### src/rtl/dlfloat_pkg.sv
// Shared types and DLFloat16 constants for the dlfloat MAC scheduler.
// DLFloat16 layout: 1 sign bit, 6 exponent bits (bias 31), 9 mantissa bits.
package dlfloat_pkg;

    typedef enum logic [2:0] {
        ST_IDLE   = 3'd0,
        ST_CLEAR  = 3'd1,
        ST_FEED   = 3'd2,
        ST_DRAIN  = 3'd3,
        ST_RESULT = 3'd4
    } sched_state_t;

    localparam logic [15:0] DLF_ZERO = 16'h0000;
    localparam logic [15:0] DLF_ONE  = 16'h3E00;
    localparam logic [15:0] DLF_TWO  = 16'h4000;
    localparam logic [15:0] DLF_NAN  = 16'hFFFF;

endpackage

### src/rtl/dlfloat_mac_scheduler_rr_arb2.sv
// Two-way round-robin pick.
// The requester named by rr_ptr_i wins whenever it is valid; otherwise the other one does.
module rr_arb2 (
    input  logic [1:0] valid_i,
    input  logic       rr_ptr_i,
    output logic [1:0] grant_o,
    output logic       gnt_idx_o
);

    always_comb begin
        grant_o   = 2'b00;
        gnt_idx_o = rr_ptr_i;
        if (valid_i[rr_ptr_i]) begin
            gnt_idx_o = rr_ptr_i;
            grant_o   = rr_ptr_i ? 2'b10 : 2'b01;
        end else if (valid_i[~rr_ptr_i]) begin
            gnt_idx_o = ~rr_ptr_i;
            grant_o   = rr_ptr_i ? 2'b01 : 2'b10;
        end
    end

endmodule

### src/rtl/dlfloat_mac_scheduler.sv
// Shares one dlfloat MAC between two requesters, one dot-product job at a time.
// Each job runs: clear the accumulator, feed operand pairs, drain the MAC pipeline, present the result.
module dlfloat_mac_scheduler
    import dlfloat_pkg::*;
#(
    parameter int MAC_LAT = 2,
    parameter int MAX_LEN = 64,
    parameter int CNT_W   = 7
) (
    input  logic        clk_i,
    input  logic        rst_i,
    input  logic [1:0]  req_valid_i,
    output logic [1:0]  req_ready_o,
    input  logic [31:0] req_a_i,
    input  logic [31:0] req_b_i,
    input  logic [1:0]  req_last_i,
    output logic        res_valid_o,
    input  logic        res_ready_i,
    output logic        res_id_o,
    output logic [15:0] res_data_o,
    output logic        res_ovf_o,
    output logic        mac_clr_o,
    output logic        mac_en_o,
    output logic [15:0] mac_a_o,
    output logic [15:0] mac_b_o,
    input  logic [15:0] mac_acc_i
);

    localparam int DRAIN_W = (MAC_LAT < 1) ? 1 : $clog2(MAC_LAT + 1);

    sched_state_t       state_q, state_d;
    logic               gnt_q, gnt_d;
    logic               rr_ptr_q, rr_ptr_d;
    logic [CNT_W-1:0]   beat_cnt_q, beat_cnt_d;
    logic [DRAIN_W-1:0] drain_cnt_q, drain_cnt_d;
    logic               ovf_q, ovf_d;
    logic [15:0]        res_data_q, res_data_d;
    logic               res_id_q, res_id_d;
    logic               res_ovf_q, res_ovf_d;

    logic [1:0]         arb_grant;
    logic               arb_idx;
    logic [15:0]        sel_a, sel_b;
    logic               sel_last;

    rr_arb2 u_arb (
        .valid_i   (req_valid_i),
        .rr_ptr_i  (rr_ptr_q),
        .grant_o   (arb_grant),
        .gnt_idx_o (arb_idx)
    );

    assign sel_a    = gnt_q ? req_a_i[31:16] : req_a_i[15:0];
    assign sel_b    = gnt_q ? req_b_i[31:16] : req_b_i[15:0];
    assign sel_last = req_last_i[gnt_q];

    always_ff @(posedge clk_i) begin
        if (rst_i) begin
            state_q     <= ST_IDLE;
            gnt_q       <= 1'b0;
            rr_ptr_q    <= 1'b0;
            beat_cnt_q  <= '0;
            drain_cnt_q <= '0;
            ovf_q       <= 1'b0;
            res_data_q  <= DLF_ZERO;
            res_id_q    <= 1'b0;
            res_ovf_q   <= 1'b0;
        end else begin
            state_q     <= state_d;
            gnt_q       <= gnt_d;
            rr_ptr_q    <= rr_ptr_d;
            beat_cnt_q  <= beat_cnt_d;
            drain_cnt_q <= drain_cnt_d;
            ovf_q       <= ovf_d;
            res_data_q  <= res_data_d;
            res_id_q    <= res_id_d;
            res_ovf_q   <= res_ovf_d;
        end
    end

    always_comb begin
        state_d     = state_q;
        gnt_d       = gnt_q;
        rr_ptr_d    = rr_ptr_q;
        beat_cnt_d  = beat_cnt_q;
        drain_cnt_d = drain_cnt_q;
        ovf_d       = ovf_q;
        res_data_d  = res_data_q;
        res_id_d    = res_id_q;
        res_ovf_d   = res_ovf_q;
        req_ready_o = 2'b00;
        res_valid_o = 1'b0;
        mac_clr_o   = 1'b0;
        mac_en_o    = 1'b0;
        mac_a_o     = DLF_ZERO;
        mac_b_o     = DLF_ZERO;

        case (state_q)
            ST_IDLE: begin
                if (|arb_grant) begin
                    gnt_d   = arb_idx;
                    state_d = ST_CLEAR;
                end
            end
            ST_CLEAR: begin
                mac_clr_o  = 1'b1;
                beat_cnt_d = '0;
                ovf_d      = 1'b0;
                state_d    = ST_FEED;
            end
            ST_FEED: begin
                // Operands reach the MAC in the same cycle as the handshake; bubbles simply idle the MAC.
                req_ready_o = gnt_q ? 2'b10 : 2'b01;
                if (req_valid_i[gnt_q]) begin
                    mac_en_o   = 1'b1;
                    mac_a_o    = sel_a;
                    mac_b_o    = sel_b;
                    beat_cnt_d = beat_cnt_q + CNT_W'(1);
                    if (sel_last || (beat_cnt_q == CNT_W'(MAX_LEN - 1))) begin
                        ovf_d       = ~sel_last;
                        drain_cnt_d = DRAIN_W'(MAC_LAT);
                        state_d     = ST_DRAIN;
                    end
                end
            end
            ST_DRAIN: begin
                if (drain_cnt_q == '0) begin
                    res_data_d = mac_acc_i;
                    res_id_d   = gnt_q;
                    res_ovf_d  = ovf_q;
                    state_d    = ST_RESULT;
                end else begin
                    drain_cnt_d = drain_cnt_q - DRAIN_W'(1);
                end
            end
            ST_RESULT: begin
                res_valid_o = 1'b1;
                if (res_ready_i) begin
                    rr_ptr_d = ~gnt_q;
                    state_d  = ST_IDLE;
                end
            end
            default: begin
                state_d = ST_IDLE;
            end
        endcase
    end

    assign res_data_o = res_data_q;
    assign res_id_o   = res_id_q;
    assign res_ovf_o  = res_ovf_q;

endmodule

### config.mk
export PLATFORM = sky130hd
export DESIGN_NAME = dlfloat_mac_scheduler
export DESIGN_NICKNAME = d
export VERILOG_FILES = /design/src/rtl/dlfloat_pkg.sv /design/src/rtl/dlfloat_mac_scheduler_rr_arb2.sv /design/src/rtl/dlfloat_mac_scheduler.sv
export SDC_FILE = /design/constraint.sdc
export NUM_CORES = 1
export LEC_CHECK = 0
export ABC_AREA = 1
export CORE_ASPECT_RATIO = 0.9
export CORE_MARGIN = 4
export CORE_UTILIZATION = 38
export CTS_CLUSTER_DIAMETER = 80
export CTS_CLUSTER_SIZE = 14
export DETAILED_ROUTE_END_ITERATION = 7
export PLACE_DENSITY = 0.9
export SKIP_CTS_REPAIR_TIMING = 1
export SLEW_MARGIN = 5
export SYNTH_ARGS = -nofsm -noshare
export SYNTH_HDL_FRONTEND = slang
export SYNTH_SLANG_ARGS = --single-unit
### constraint.sdc
create_clock -name clk_i -period 4.1 [get_ports clk_i]
set_input_delay 0.82 -clock clk_i [delete_from_list [all_inputs] [get_ports clk_i]]
set_output_delay 0.82 -clock clk_i [all_outputs]
set_load 0.02 [all_outputs]
==> out/qor.csv, run 1 <==
metric,value,unit
Peak VDD IR,274,uV
CORE AREA,5220,sq um
internal power,0.874,mW
Logic pwr share,51.9,%
Tmin final,3550,ps
Buffers on Ports,141,
Reg power frac,26.9,%
DR pass1 iterations,4,
CTS tree,built,
share of the synthesized area in the top cell type,32.4,%
setup TNS,0,ps
# IOs,142,
CP Launch Type,primary input,
Avg Inst Size Synth,6.21,sq um
WS Path Type,primary input to primary output,
proportion of layout cells with a drive suffix above 1,5.19,%
Skew-Pair Late Insertion Delay,290,ps
WP data required,3280,ps
vias in the first global route,2494,
MaxCap Viol Count,0,
vias per cell,4.88,
status,finished clean,
number of synthesized flops with an enable pin,0,
worst path arrival time,2730,ps
post-route clock period utilization,86.6,%
Max Slew Vio Count,0,
Clock Root Buffer,clkbuf_8,
synth cell count leaders,"119 x nand2_1, 61 x a21oi_1, 33 x dfxtp_1",
number of fill cells,448,
"Design Area, Final",3580,sq um
number of diodes,0,
DR vias,2584,
crit path max fanout,36,
"top cells by area, synth","dfxtp_1 32%, nand2_1 22%, a21oi_1 15%",
Clock Pin Slew Worst Setup and Hold Paths,70,ps
Area Overhead vs Synth,75.6,%
Starting Density,39.0,%
Max Freq,282,MHz
number of CTS-inserted buffers,5,
die area,6600,sq um
Final Setup Violations,0,
CTS sink count,33,
Slew @ Worst Pin,771,ps
drt drc,0,
Final ANT Viol Nets,0,
Netlist cell types,29,
pwr/cell area,420,nW/um^2
switching power,0.628,mW
Syn Nets,418,
DP HPWL,5750,microns
HP Class,register to register,
RSZ-0062 raised after global routing,false,
mean routed wirelength per cell,13.9,microns
Register-to-Register Setup Slack,2100,ps
sequential area share after synthesis,32.4,%
Post-Syn Area,2040,sq um
Slew headroom,48.6,%
cell taking the most area after synthesis,dfxtp_1,
Tot GR Track Use,21.6,%
Syn Inst Count,328,
post-layout util,68.5,%
top_reg_cell synth,dfxtp_1,
clock skew,8.16,ps
H-tree Lvls,2,
Yosys Warn Count,0,
Sw Ratio,41.8,%
grt ovf,0,
power share of the clock group,21.2,%
top-count cell post-synth,nand2_1,
Die X,85.2,microns
Die Span Y,77.5,microns
global-route wire length before repair,11500,microns
Row Count,25,
endpoint class of the critical path,primary output,
pin count of the biggest net entering global routing,37,
gpl congestion,0.868,
Initial DRC Count,134,
final hold violation count,0,
Post-DP Area,3460,sq um
antenna violations before repair,0,
Pleak,1.41,nW
Post-synth ARST share,0,%
fin nets,551,
clk buf depth,2,
Post-Route WL,7340,microns
"flops & latches, synth",33,
worst max-delay path: stages:
cell and delay, ps:
clkdlybuf4s50_1 480, inv_1 80, o21ai_2 180, nand2_4 260
a21oi_1 260, clkdlybuf4s50_1 650
path summary, 6_finish.rpt:
kind                            cells after the start                     endpoint                        start
worst max register to register                     10      state_q[1]$_SDFFE_PP0P_  drain_cnt_q[0]$_SDFFE_PP0P_
worst max-delay path                                6                  mac_a_o[15]               req_valid_i[0]
worst min register to register                      2  drain_cnt_q[1]$_SDFFE_PP0P_  drain_cnt_q[1]$_SDFFE_PP0P_
worst min-delay path                                2  drain_cnt_q[1]$_SDFFE_PP0P_  drain_cnt_q[1]$_SDFFE_PP0P_
registers in the layout (all words and copies together) (netlist names):
name and count:
res_data_o 16, beat_cnt_q 7, state_q 3, drain_cnt_q 2, gnt_q 1, ovf_q 1
res_id_o 1, res_ovf_o 1, rr_ptr_q 1
layout by cell type (no fill, tap or decap), drive strengths merged:
cell type / netlist / final
a21oi: 62 / 62
clkinv: 1 / 1
nand2: 123 / 123
clkdlybuf4s50: 0 / 141
dfxtp: 33 / 33
or2: 1 / 1
o21ai: 9 / 9
nor2: 21 / 21
ha: 3 / 3
xnor2: 1 / 1
nand3: 26 / 26
buf: 10 / 4
inv: 21 / 21
nor3: 2 / 2
nand4: 5 / 5
clkbuf: 9 / 7
nand3b: 1 / 1
bufinv: 0 / 1
stage by stage:
stage               instances  hold WS, ps  power [mW]  setup slack [ps]
floorplan                 328          435       0.899              1610
global placement          521          449        1.17               566
detailed placement        521          450        1.19               572
CTS                       529          460        1.51               548
global route              529          482        1.60               438
finish                    529          458        1.50               548
cell type report:
class | instances | area (sq um) | area share, %
Clock buffer | 7 | 86.3 | 2.41
Clock inverter | 1 | 30.0 | 0.839
Inverter | 22 | 85.1 | 2.38
Sequential cell | 33 | 661 | 18.5
Tap cell | 67 | 83.8 | 2.34
Timing Repair Buffer | 145 | 1440 | 40.3
Multi-Input combinational cell | 254 | 1190 | 33.3
power groups by stage:
stage | clock network (mW) | registers, mW | logic [mW]
after floorplan | 0 | 0.408 | 0.491
after global placement | 0 | 0.409 | 0.764
after detailed placement | 0 | 0.410 | 0.778
after CTS | 0.320 | 0.403 | 0.783
after global routing | 0.339 | 0.409 | 0.855
final | 0.318 | 0.404 | 0.780
kinds of logic after synthesis:
family	synth area share (%)
fa+ha+maj	1.84
flops	32.4
compound gates	18.2
xor+xnor	0.430
buf+inv	9.08
simple gates	38.1
per-layer routing:
| metal | GRT usage [%] | wire [microns] | vias to the layer above |
|---|---|---|---|
| met5 | 0 | 0 | - |
| met4 | 6.96 | 182 | 0 |
| met3 | 4.78 | 291 | 16 |
| met2 | 41.1 | 4110 | 65 |
| met1 | 23.3 | 2760 | 1171 |
| li1 | - | - | 1332 |
No activity file was read; power rests on OpenSTA's default activity.
==> inputs of run 2 (changes only) <==
- CAP_MARGIN: not set -> 20
- CORE_UTILIZATION: 38 -> 67
- DONT_BUFFER_PORTS: not set -> 1
- PLACE_DENSITY: 0.9 -> 0.87
==> run 2 against run 1 <==
Count of clock-buffer cells in the layout decreased by 1. Critical path depth decreased by 3. Register-to-register slack got worse by 20 ps. Combinational power shrank 31%. Worst hold slack better by 7.4 ps. First-iteration DRC count up 4.5%. Largest power group unchanged. Flip-flop and latch count stayed put. Clock power down 46%. Final area is 43% lower. Via count down 21%. Utilization rose by 3.9 points.
==> out/qor.csv, run 2 (same netlist as run 1, synthesis figures left out) <==
metric,value,unit
WP data required,3280,ps
"Design Area, Final",2050,sq um
status,finished clean,
clock skew,5.85,ps
grt ovf,0,
proportion of layout cells with a drive suffix above 1,6.90,%
pin count of the biggest net entering global routing,37,
fin nets,408,
MaxCap Viol Count,0,
DR pass1 iterations,5,
vias per cell,5.70,
Clock Pin Slew Worst Setup and Hold Paths,100,ps
die area,3990,sq um
clk buf depth,2,
hold path depth,2,
CTS sink count,33,
post-route clock period utilization,78.6,%
CORE AREA,2840,sq um
Clock Root Buffer,clkbuf_4,
Peak VDD IR,495,uV
H-tree Lvls,2,
final hold violation count,0,
Slew headroom,46.2,%
Die Span Y,60.3,microns
Final ANT Viol Nets,0,
CTS tree,built,
antenna violations before repair,0,
crit path max fanout,36,
Area Overhead vs Synth,0.798,%
Post-Route WL,5110,microns
max FFs per register,16,
vias in the first global route,1772,
Final Setup Violations,0,
pwr/cell area,548,nW/um^2
worst path arrival time,2400,ps
drt drc,0,
gpl congestion,0.862,
Skew-Pair Late Insertion Delay,330,ps
number of CTS-inserted buffers,5,
WS Path Type,register to primary output,
Pleak,0.846,nW
Row Count,18,
Worst Reg2Reg Path Length in Cells,4,
Max Freq,310,MHz
Buffers on Ports,0,
Die X,66.1,microns
Starting Density,71.8,%
Tot GR Track Use,25.4,%
Initial DRC Count,140,
HP Class,register to register,
global-route wire length before repair,7950,microns
DP HPWL,3840,microns
endpoint class of the critical path,primary output,
Tmin final,3220,ps
"commonest non-fill, non-tap cell in the layout",nand2_1,
Post-DP Area,2000,sq um
DR vias,2047,
Max Slew Vio Count,0,
most frequent cells in the layout,"119 x nand2_1, 61 x a21oi_1, 33 x dfxtp_1",
setup TNS,0,ps
Slew @ Worst Pin,803,ps
# IOs,142,
number of diodes,0,
CP Launch Type,register,
mean routed wirelength per cell,14.2,microns
RSZ-0062 raised after global routing,false,
[run 2: changes by cell type in the layout (fill, tap and decap cells not counted), sizes merged]
cell           delta
clkdlybuf4s50   -141
clkinv            +2
buf               -2
bufinv            -1
clkbuf            -1
[run 2: path summary, 6_finish.rpt]
kind | startpoint | endpoint | slack [ps]
worst max-delay path | gnt_q$_SDFFE_PP0P_ | req_ready_o[1] | 880
worst min-delay path | drain_cnt_q[1]$_SDFFE_PP0P_ | drain_cnt_q[1]$_SDFFE_PP0P_ | 470
worst max register to register | gnt_q$_SDFFE_PP0P_ | rr_ptr_q$_SDFFE_PP0P_ | 2080
worst min register to register | drain_cnt_q[1]$_SDFFE_PP0P_ | drain_cnt_q[1]$_SDFFE_PP0P_ | 470
[run 2: critical path, stage by stage, from the launching register on]
cell and delay, ps:
dfxtp_1 400, buf_4 340, clkinv_1 730, nor2_1 600
[run 2: routing by layer]
metal	share of wire (%)	routed length, microns	track usage, %
met3	9.2	469	6.39
met2	48	2450	40.9
met5	0	0	0
met1	42	2150	33.5
met4	0.74	38	8.12
[run 2: final cells by class]
| type | count | area [sq um] |
|---|---|---|
| clock buffers | 6 | 41.3 |
| clock inverters | 2 | 10.0 |
| fillers | 237 | 783 |
| inverters | 22 | 85.1 |
| multi-input cells | 254 | 1190 |
| flip-flops and latches | 33 | 661 |
| well taps | 40 | 50.0 |
| repair buffers | 2 | 15.0 |
[run 2: power by group]
part	switching (mW)	internal (mW)	total, mW	leakage, nW
clock	0.108	0.0653	0.173	0.0320
sequential	0.0597	0.359	0.418	0.267
combinational	0.398	0.136	0.535	0.547
[run 2: per-stage QoR]
| stage | cells | total power, mW | hold slack, ps | worst slack, ps | utilization [%] |
|---|---|---|---|---|---|
| after global routing | 359 | 1.22 | 496 | 612 | 72.4 |
| after global placement | 351 | 0.947 | 449 | 1290 | 70.6 |
| after CTS | 359 | 1.13 | 468 | 879 | 72.4 |
| final | 359 | 1.13 | 465 | 877 | 72.4 |
| after detailed placement | 351 | 0.961 | 453 | 1250 | 70.6 |
| after floorplan | 328 | 0.899 | 435 | 1610 | - |
